===== config.mk =====
export PLATFORM = sky130hd
export DESIGN_NAME = pea_cmd_fetch_param
export DESIGN_NICKNAME = d
export VERILOG_FILES = /design/src/rtl/pea_cmd_fetch_param.sv
export SDC_FILE = /design/constraint.sdc
export NUM_CORES = 1
export LEC_CHECK = 0
export ABC_CLOCK_PERIOD_IN_PS = 6270
export CORE_ASPECT_RATIO = 1.1
export CORE_MARGIN = 2
export CORE_UTILIZATION = 30
export DETAILED_ROUTE_END_ITERATION = 8
export SLEW_MARGIN = 20
export SYNTH_ARGS = -nofsm -noshare
export SYNTH_HDL_FRONTEND = slang
export SYNTH_SLANG_ARGS = --single-unit

===== constraint.sdc =====
create_clock -name clk -period 6.27 [get_ports clk]
set_input_delay 1.254 -clock clk [delete_from_list [all_inputs] [get_ports clk]]
set_output_delay 1.254 -clock clk [all_outputs]
set_load 0.1 [all_outputs]

===== src/rtl/pea_cmd_fetch_param.sv =====
// rtl/pea_cmd_fetch_param.sv - PEA command fetch: decode, limit check, atomic operand fetch and stream
module pea_cmd_fetch_param #(
    parameter int WIDTH    = 16,
    parameter int POP_W    = 10,
    parameter int NUM_SETS = 4,
    parameter int SET_W    = 2,
    parameter int MAX_DEG  = 10,
    parameter int MAX_B    = 16
) (
    input  logic               clk,
    input  logic               rst,
    input  logic               invoke,
    input  logic [WIDTH-1:0]   cmd_in,
    input  logic [POP_W-1:0]   cmd_pop,
    output logic               rd_cmd,
    input  logic [WIDTH-1:0]   data_in,
    input  logic [POP_W-1:0]   data_pop,
    output logic               rd_data,
    output logic [7:0]         instr,
    output logic [SET_W-1:0]   arg1,
    output logic [4:0]         arg2,
    output logic [1:0]         cmd_err,
    output logic [WIDTH-1:0]   word_out,
    output logic [4:0]         word_idx,
    output logic               word_valid,
    input  logic               word_ready,
    output logic               busy,
    output logic               FC
);

    typedef enum logic [3:0] {
        S_IDLE,
        S_POP_CMD,
        S_LATCH_CMD,
        S_CHECK,
        S_WAIT_DATA,
        S_POP_DATA,
        S_LATCH_DATA,
        S_OFFER,
        S_DONE
    } state_t;

    localparam logic [4:0] MAX_DEG_L  = 5'(MAX_DEG);
    localparam logic [4:0] MAX_B_L    = 5'(MAX_B);
    localparam logic [3:0] NUM_SETS_L = 4'(NUM_SETS);

    state_t             state_q, state_d;
    logic [7:0]         instr_q, instr_d;
    logic [SET_W-1:0]   arg1_q, arg1_d;
    logic [4:0]         arg2_q, arg2_d;
    logic [1:0]         cmd_err_q, cmd_err_d;
    logic [WIDTH-1:0]   word_out_q, word_out_d;
    logic [4:0]         word_idx_q, word_idx_d;

    logic [5:0]         cnt;
    logic [1:0]         chk_err;
    logic               unused_cmd_bits;

    assign unused_cmd_bits = ^cmd_in;

    // Operand count is derived from the held fields, so it stays valid for the whole firing.
    always_comb begin
        cnt = 6'd0;
        case (instr_q)
            8'd0:    cnt = {1'b0, arg2_q} + 6'd1;
            8'd1:    cnt = 6'd1;
            8'd2:    cnt = {1'b0, arg2_q};
            default: cnt = 6'd0;
        endcase
    end

    always_comb begin
        chk_err = 2'd0;
        if (instr_q > 8'd3) begin
            chk_err = 2'd1;
        end else if ({{(4-SET_W){1'b0}}, arg1_q} >= NUM_SETS_L) begin
            chk_err = 2'd2;
        end else if (instr_q == 8'd0 && arg2_q > MAX_DEG_L) begin
            chk_err = 2'd2;
        end else if (instr_q == 8'd2 && (arg2_q == 5'd0 || arg2_q > MAX_B_L)) begin
            chk_err = 2'd2;
        end
    end

    always_comb begin
        state_d    = state_q;
        instr_d    = instr_q;
        arg1_d     = arg1_q;
        arg2_d     = arg2_q;
        cmd_err_d  = cmd_err_q;
        word_out_d = word_out_q;
        word_idx_d = word_idx_q;
        case (state_q)
            S_IDLE: begin
                if (invoke) begin
                    if (cmd_pop != '0) begin
                        state_d = S_POP_CMD;
                    end else begin
                        // Empty FIFO passes through CHECK so FC lands two cycles after invoke.
                        cmd_err_d = 2'd3;
                        state_d   = S_CHECK;
                    end
                end
            end
            S_POP_CMD: state_d = S_LATCH_CMD;
            S_LATCH_CMD: begin
                instr_d   = cmd_in[7:0];
                arg1_d    = cmd_in[8+SET_W-1:8];
                arg2_d    = cmd_in[15:11];
                cmd_err_d = 2'd0;
                state_d   = S_CHECK;
            end
            S_CHECK: begin
                if (cmd_err_q == 2'd3) begin
                    state_d = S_DONE;
                end else if (chk_err != 2'd0) begin
                    cmd_err_d = chk_err;
                    state_d   = S_DONE;
                end else if (cnt == 6'd0) begin
                    state_d = S_DONE;
                end else begin
                    word_idx_d = 5'd0;
                    state_d    = S_WAIT_DATA;
                end
            end
            S_WAIT_DATA: begin
                if (32'(data_pop) >= 32'(cnt)) begin
                    state_d = S_POP_DATA;
                end
            end
            S_POP_DATA: state_d = S_LATCH_DATA;
            S_LATCH_DATA: begin
                word_out_d = data_in;
                state_d    = S_OFFER;
            end
            S_OFFER: begin
                if (word_ready) begin
                    if ({1'b0, word_idx_q} == cnt - 6'd1) begin
                        state_d = S_DONE;
                    end else begin
                        word_idx_d = word_idx_q + 5'd1;
                        state_d    = S_POP_DATA;
                    end
                end
            end
            S_DONE:  state_d = S_IDLE;
            default: state_d = S_IDLE;
        endcase
    end

    always_ff @(posedge clk or negedge rst) begin
        if (!rst) begin
            state_q    <= S_IDLE;
            instr_q    <= 8'd0;
            arg1_q     <= '0;
            arg2_q     <= 5'd0;
            cmd_err_q  <= 2'd0;
            word_out_q <= '0;
            word_idx_q <= 5'd0;
        end else begin
            state_q    <= state_d;
            instr_q    <= instr_d;
            arg1_q     <= arg1_d;
            arg2_q     <= arg2_d;
            cmd_err_q  <= cmd_err_d;
            word_out_q <= word_out_d;
            word_idx_q <= word_idx_d;
        end
    end

    assign rd_cmd     = (state_q == S_POP_CMD);
    assign rd_data    = (state_q == S_POP_DATA);
    assign word_valid = (state_q == S_OFFER);
    assign busy       = (state_q != S_IDLE);
    assign FC         = (state_q == S_DONE);
    assign instr      = instr_q;
    assign arg1       = arg1_q;
    assign arg2       = arg2_q;
    assign cmd_err    = cmd_err_q;
    assign word_out   = word_out_q;
    assign word_idx   = word_idx_q;

endmodule


==> results of run 1 <==
## worst paths after layout
path	end	slack, ns	start
worst min register to register	word_out[14]$_DFFE_PN0P_	0.51	word_out[14]$_DFFE_PN0P_
min in group asynchronous	instr[0]$_DFFE_PN0P_	0.94	rst
worst max-delay path	word_valid	2.42	state_q[2]$_DFFE_PN0P_
max in group asynchronous	word_out[4]$_DFFE_PN0P_	4.95	rst
worst min-delay path	word_out[14]$_DFFE_PN0P_	0.51	word_out[14]$_DFFE_PN0P_
worst max register to register	word_idx[3]$_DFFE_PN0P_	2.62	instr[3]$_DFFE_PN0P_
## through the flow
stage	util, %	hold slack [ns]
3_3_place_gp	43.4	0.489
3_5_place_dp	43.4	0.495
4_1_cts	44.7	0.514
6_report	44.8	0.509
5_1_grt	44.8	0.525
2_1_floorplan	-	0.634
## layer usage
| metal | track usage (%) | part of all wire (%) |
|---|---|---|
| met4 | 4.75 | 1.3 |
| met5 | 0 | 0 |
| met1 | 18.0 | 45 |
| met3 | 3.02 | 5.9 |
| met2 | 22.2 | 48 |
## state kept, by name, summed over array words and instances (netlist names)
register and cells:
state_q 4, instr 8, word_idx 5, word_out 16, cmd_err 2, arg2 5
arg1 2
## area by class of cell
type | instances | area [µm²] | share of cell area [%]
clock buffers | 6 | 82.6 | 2.19
clock inverters | 1 | 30.0 | 0.798
inverters | 9 | 33.8 | 0.897
multi-input cells | 192 | 1450 | 38.4
flip-flops and latches | 42 | 1050 | 27.9
well taps | 111 | 139 | 3.69
repair buffers | 99 | 983 | 26.1
## kinds of logic after synthesis
logic type,count (synthesis),synth area share [%]
buf+inv,22,4.50
simple gates,95,20.2
fa+ha+maj,12,5.74
mux,32,13.9
xor+xnor,10,4.07
compound gates,43,11.4
flops,42,40.2
## critical path: stages (launching register included)
cell             delay (ns)
dfrtp_1                0.53
nor2b_1                0.21
nand3_1                0.23
inv_1                  0.18
clkdlybuf4s50_1        1.16
## layout by cell type (no fill, tap or decap), types with 2 or more instances in the layout
cell type	netlist	final
clkdlybuf4s50_1	0	96
dfrtp_1	42	42
mux2_2	30	30
nor2_1	22	22
nand2_1	21	21
ha_1	12	12
inv_1	9	9
nand3_1	9	9
o21ai_0	9	9
xnor2_1	7	7
a21oi_1	7	7
clkbuf_8	0	6
nor2b_1	5	5
nand2b_1	5	5
nor3_1	4	4
and2_1	4	4
nand4_1	4	4
nor4b_1	4	4
o21bai_1	3	3
a31oi_1	3	3
nor3b_1	3	3
a211o_1	3	3
buf_4	1	3
nand4b_1	2	2
a211oi_1	2	2
xor2_1	2	2
a311oi_1	2	2
a22oi_1	2	2
a22o_1	2	2
nor4_1	2	2
==> results.ini, run 1 <==
[sta]
slew_headroom_pct=32.6
period_share_pct=61.4
setup_slack_ns=2.42
max_freq_mhz=260
worst_slew_pin_slew_ns=1.01
setup_violations=0
hold_viol_final=0
tns_ns=0
fin_worst_skew_ns=0.00852
rsz0062_at_grt=no
period_needed_ns=3.85
finalMaxSlewViolations=0

[yosys]
synth_area_per_cell_um2=10.2
postSynthCellCount=256
yosysMostFrequentCell=dfrtp_1
ys_seq_elements=42
synth-edff-count=0
synth.largest_area_cell=dfrtp_1
synthArstFlopShare_pct=100
synth_warnings=0
syn-cell-area_um2=2610
synth_top_area_share_pct=40.2
yosysSeqAreaShare_pct=40.2
synth_cell_type_count=55
synth_area_leaders=dfrtp_1 40%, mux2_2 13%, ha_1 5.7%
synth_common_cells=42 x dfrtp_1, 30 x mux2_2, 22 x nor2_1
syn_nets=324
synthFlopType=dfrtp_1

[global_route]
grt_first_pass_wirelength_um=10300
grt_usage_pct=13.6
grt_max_degree=43
grt_pass1_vias=2119
antenna_found_initial=0
grt_overflow_total=0

[routing]
routed_wl_um=6460
drcViolationCount=0
viasPerCell=4.95
initialDrtViolationCount=130
dr.pass1.iters=4
route.vias.total=2277
antenna_left=0
avgRoutedWirePerCell_um=14.0

[worst_setup_path]
crit_required_ns=5.02
critPathKind=reg -> out
path_max_fanout=10
r2r_cells=13
critPathArrivalTime_ns=2.59
cp-start-kind=register
end_kind=output port

[clock_tree]
cts_tree=yes
clk_latency_ns=0.30
cts_sinks=42
cts.path.max_buffers=2
cts_resized=0
numCtsBuffers=5
post_cts_buffers=0
cts_hold_buffers=0
cts-htree-levels=2
clock-root-buffer=clkbuf_8
clk_pin_slew_ns=0.08

[floorplan]
initial_utilization_pct=31.1
coreArea_um2=8410
die_h_um=102
io_pins=99
dieArea_um2=9480
rows=35
die_w_um=93.0

[placed_design]
port-buffer-count=97
post_dp_cell_area_um2=3650
gp_congestion=0.737
dp_hpwl_um=4760
dp_slack_ns=2.66
place_inst=453

[min_path]
hp-class=reg -> reg
holdPathStages=1

[final_layout]
diodes=0
drive_above_1_share_pct=13.2
nFillCells=856
final_nets=417
finalNonFillerCells=460
area_growth_pct=44.0
final_cell_area_um2=3760

[run]
drv_cap=0

[run_status]
outcome=complete, no violations

Power of run 1 is left out: the tool's default activity adds up to more than one toggle a clock period on the data nets, which glitch-free logic cannot reach.
==> inputs of run 2 (changes only) <==
ABC_CLOCK_PERIOD_IN_PS = 3200   (was 6270)
clock period = 3.2 ns   (was 6.27 ns; I/O delays follow)
==> run 2 against run 1 <==
Against the previous run: core utilization increased by 1.3 points; flip-flop and latch count unchanged; register-to-register slack got worse by 2.5 ns; hold slack got worse by 0.20 ns; global-route usage increased by 0.55 points; die area unchanged; critical path depth increased by 9; wire length increased by 5.0%; final cell count increased by 3.7%.
==> results.ini, run 2 (same netlist as run 1, synthesis figures left out) <==
[routing]
avgRoutedWirePerCell_um=14.2  ; +1.2%
route.vias.total=2311  ; +1.5%
antenna_left=0  ; unchanged
initialDrtViolationCount=133  ; +2.3%
routed_wl_um=6780  ; +5.0%
viasPerCell=4.84  ; -2.1%
drcViolationCount=0  ; unchanged
dr.pass1.iters=4  ; unchanged

[sta]
finalMaxSlewViolations=0  ; unchanged
period_needed_ns=3.13
hold_slack_ns=0.312  ; -0.198 ns
hold_viol_final=0  ; unchanged
fin_worst_skew_ns=0.00483  ; -0.00369 ns
setup_violations=0  ; unchanged
slew_headroom_pct=63.3  ; +31 points
worst_slew_pin_slew_ns=0.551  ; -0.457 ns
period_share_pct=97.7
rsz0062_at_grt=yes
max_freq_mhz=320

[final_layout]
area_growth_pct=48.1
finalNonFillerCells=477  ; +3.7%
final_cell_area_um2=3870  ; +2.8%
largest_reg_flops=16  ; unchanged
final_cell_mix=61 x buf_4, 53 x clkdlybuf4s50_1, 34 x dfrtp_1
diodes=0  ; unchanged
final_nets=433  ; +3.8%
drive_above_1_share_pct=34.7  ; +22 points
final_common_cell=buf_4

[global_route]
grt_usage_pct=14.2  ; +0.55 points
grt_pass1_vias=2220  ; +4.8%
grt_max_degree=43  ; unchanged
grt_overflow_total=0  ; unchanged
antenna_found_initial=0  ; unchanged
grt_first_pass_wirelength_um=10600  ; +2.5%

[floorplan]
die_w_um=93.0  ; unchanged
rows=35  ; unchanged
die_h_um=102  ; unchanged
initial_utilization_pct=31.1  ; unchanged
io_pins=99  ; unchanged
coreArea_um2=8410  ; unchanged
dieArea_um2=9480  ; unchanged

[placed_design]
post_dp_cell_area_um2=3650  ; +0.10%
dp_hpwl_um=5020  ; +5.6%
port-buffer-count=97  ; unchanged
gp_congestion=0.770  ; +4.5%
place_inst=463  ; +2.2%

[worst_setup_path]
path_max_fanout=7  ; -3
cp-start-kind=register
slowest_delay_ns=0.53  ; -0.63 ns
critPathKind=reg -> reg
rrSetupSlack_ns=0.07  ; -2.55 ns
path_cells=nor4_4 > nand2_2 > nor2_4 > nand2_4 > ha_4 > nand2b_4 > a21oi_2 > a311oi_2 > o311ai_1 > mux2i_1 > or4_4 > buf_6 > a211o_1
rr_startpoint=instr[3]$_DFFE_PN0P_
r2r-end=state_q[0]$_DFFE_PN0P_
slowest_stage=or4_4
crit_required_ns=3.40  ; -1.62 ns
critPathArrivalTime_ns=3.32  ; +0.73 ns
r2r_cells=13  ; unchanged
end_kind=register

[run_status]
outcome=complete, no violations

[clock_tree]
cts_tree=yes
cts-htree-levels=2  ; unchanged
clk_latency_ns=0.30  ; about the same
cts_sinks=42  ; unchanged
cts.path.max_buffers=2  ; unchanged
clk_pin_slew_ns=0.09  ; about the same
cts_hold_buffers=0  ; unchanged
clock-root-buffer=clkbuf_8
numCtsBuffers=5  ; unchanged

[run]
drv_cap=0  ; unchanged

[min_path]
hp-class=in -> async

## run 2: cell type report
cell class                      count  area, µm²
Clock buffer                        7       86.3
Clock inverter                      1       8.76
Fill cell                         826       4540
Inverter                            9       33.8
Multi-Input combinational cell    192       1530
Sequential cell                    42       1070
Tap cell                          111        139
Timing Repair Buffer              115       1000
## run 2: repair_timing
item,in CTS,in global routing
setup endpoints to repair,2,8
setup buffers,1,5
pin swaps,1,11
resized for setup,1,13
## run 2: critical path, delay by kind of cell (launching register included)
family                     cells  cell delay (ns)
and+or+nand+nor                6             1.30
adders and majority gates      1             0.18
muxes                          1             0.15
buffers and inverters          1             0.16
DFF                            1             0.50
AOI/OAI and AO/OA              4             0.73
## run 2: metrics by stage
step	util, %	TNS [ns]	worst slack [ns]
after detailed placement	43.5	0	0.0196
after global placement	43.5	0	0.124
after global routing	46.0	-0.261	-0.0980
after CTS	44.7	0	0.0265
final	46.0	0	0.0739
after floorplan	-	-0.0543	-0.0539
## run 2: metal layers
| layer | up-vias | global-route usage (%) | wire length, µm |
|---|---|---|---|
| li1 | 1146 | - | - |
| met1 | 1094 | 18.5 | 3040 |
| met2 | 64 | 23.1 | 3240 |
| met3 | 7 | 3.10 | 379 |
| met4 | 0 | 5.54 | 120 |
| met5 | - | 0 | 0 |
## run 2: worst max path at each step
| stage | from | end | cells after the start |
|---|---|---|---|
| floorplan | instr[4]$_DFFE_PN0P_ | word_idx[0]$_DFFE_PN0P_ | 14 |
| global placement | instr[4]$_DFFE_PN0P_ | word_idx[0]$_DFFE_PN0P_ | 14 |
| detailed placement | instr[4]$_DFFE_PN0P_ | word_idx[0]$_DFFE_PN0P_ | 14 |
| CTS | instr[4]$_DFFE_PN0P_ | word_idx[0]$_DFFE_PN0P_ | 14 |
| global route | instr[3]$_DFFE_PN0P_ | state_q[0]$_DFFE_PN0P_ | 13 |
| finish | instr[3]$_DFFE_PN0P_ | state_q[0]$_DFFE_PN0P_ | 13 |
Power of run 2 is left out for the same reason.
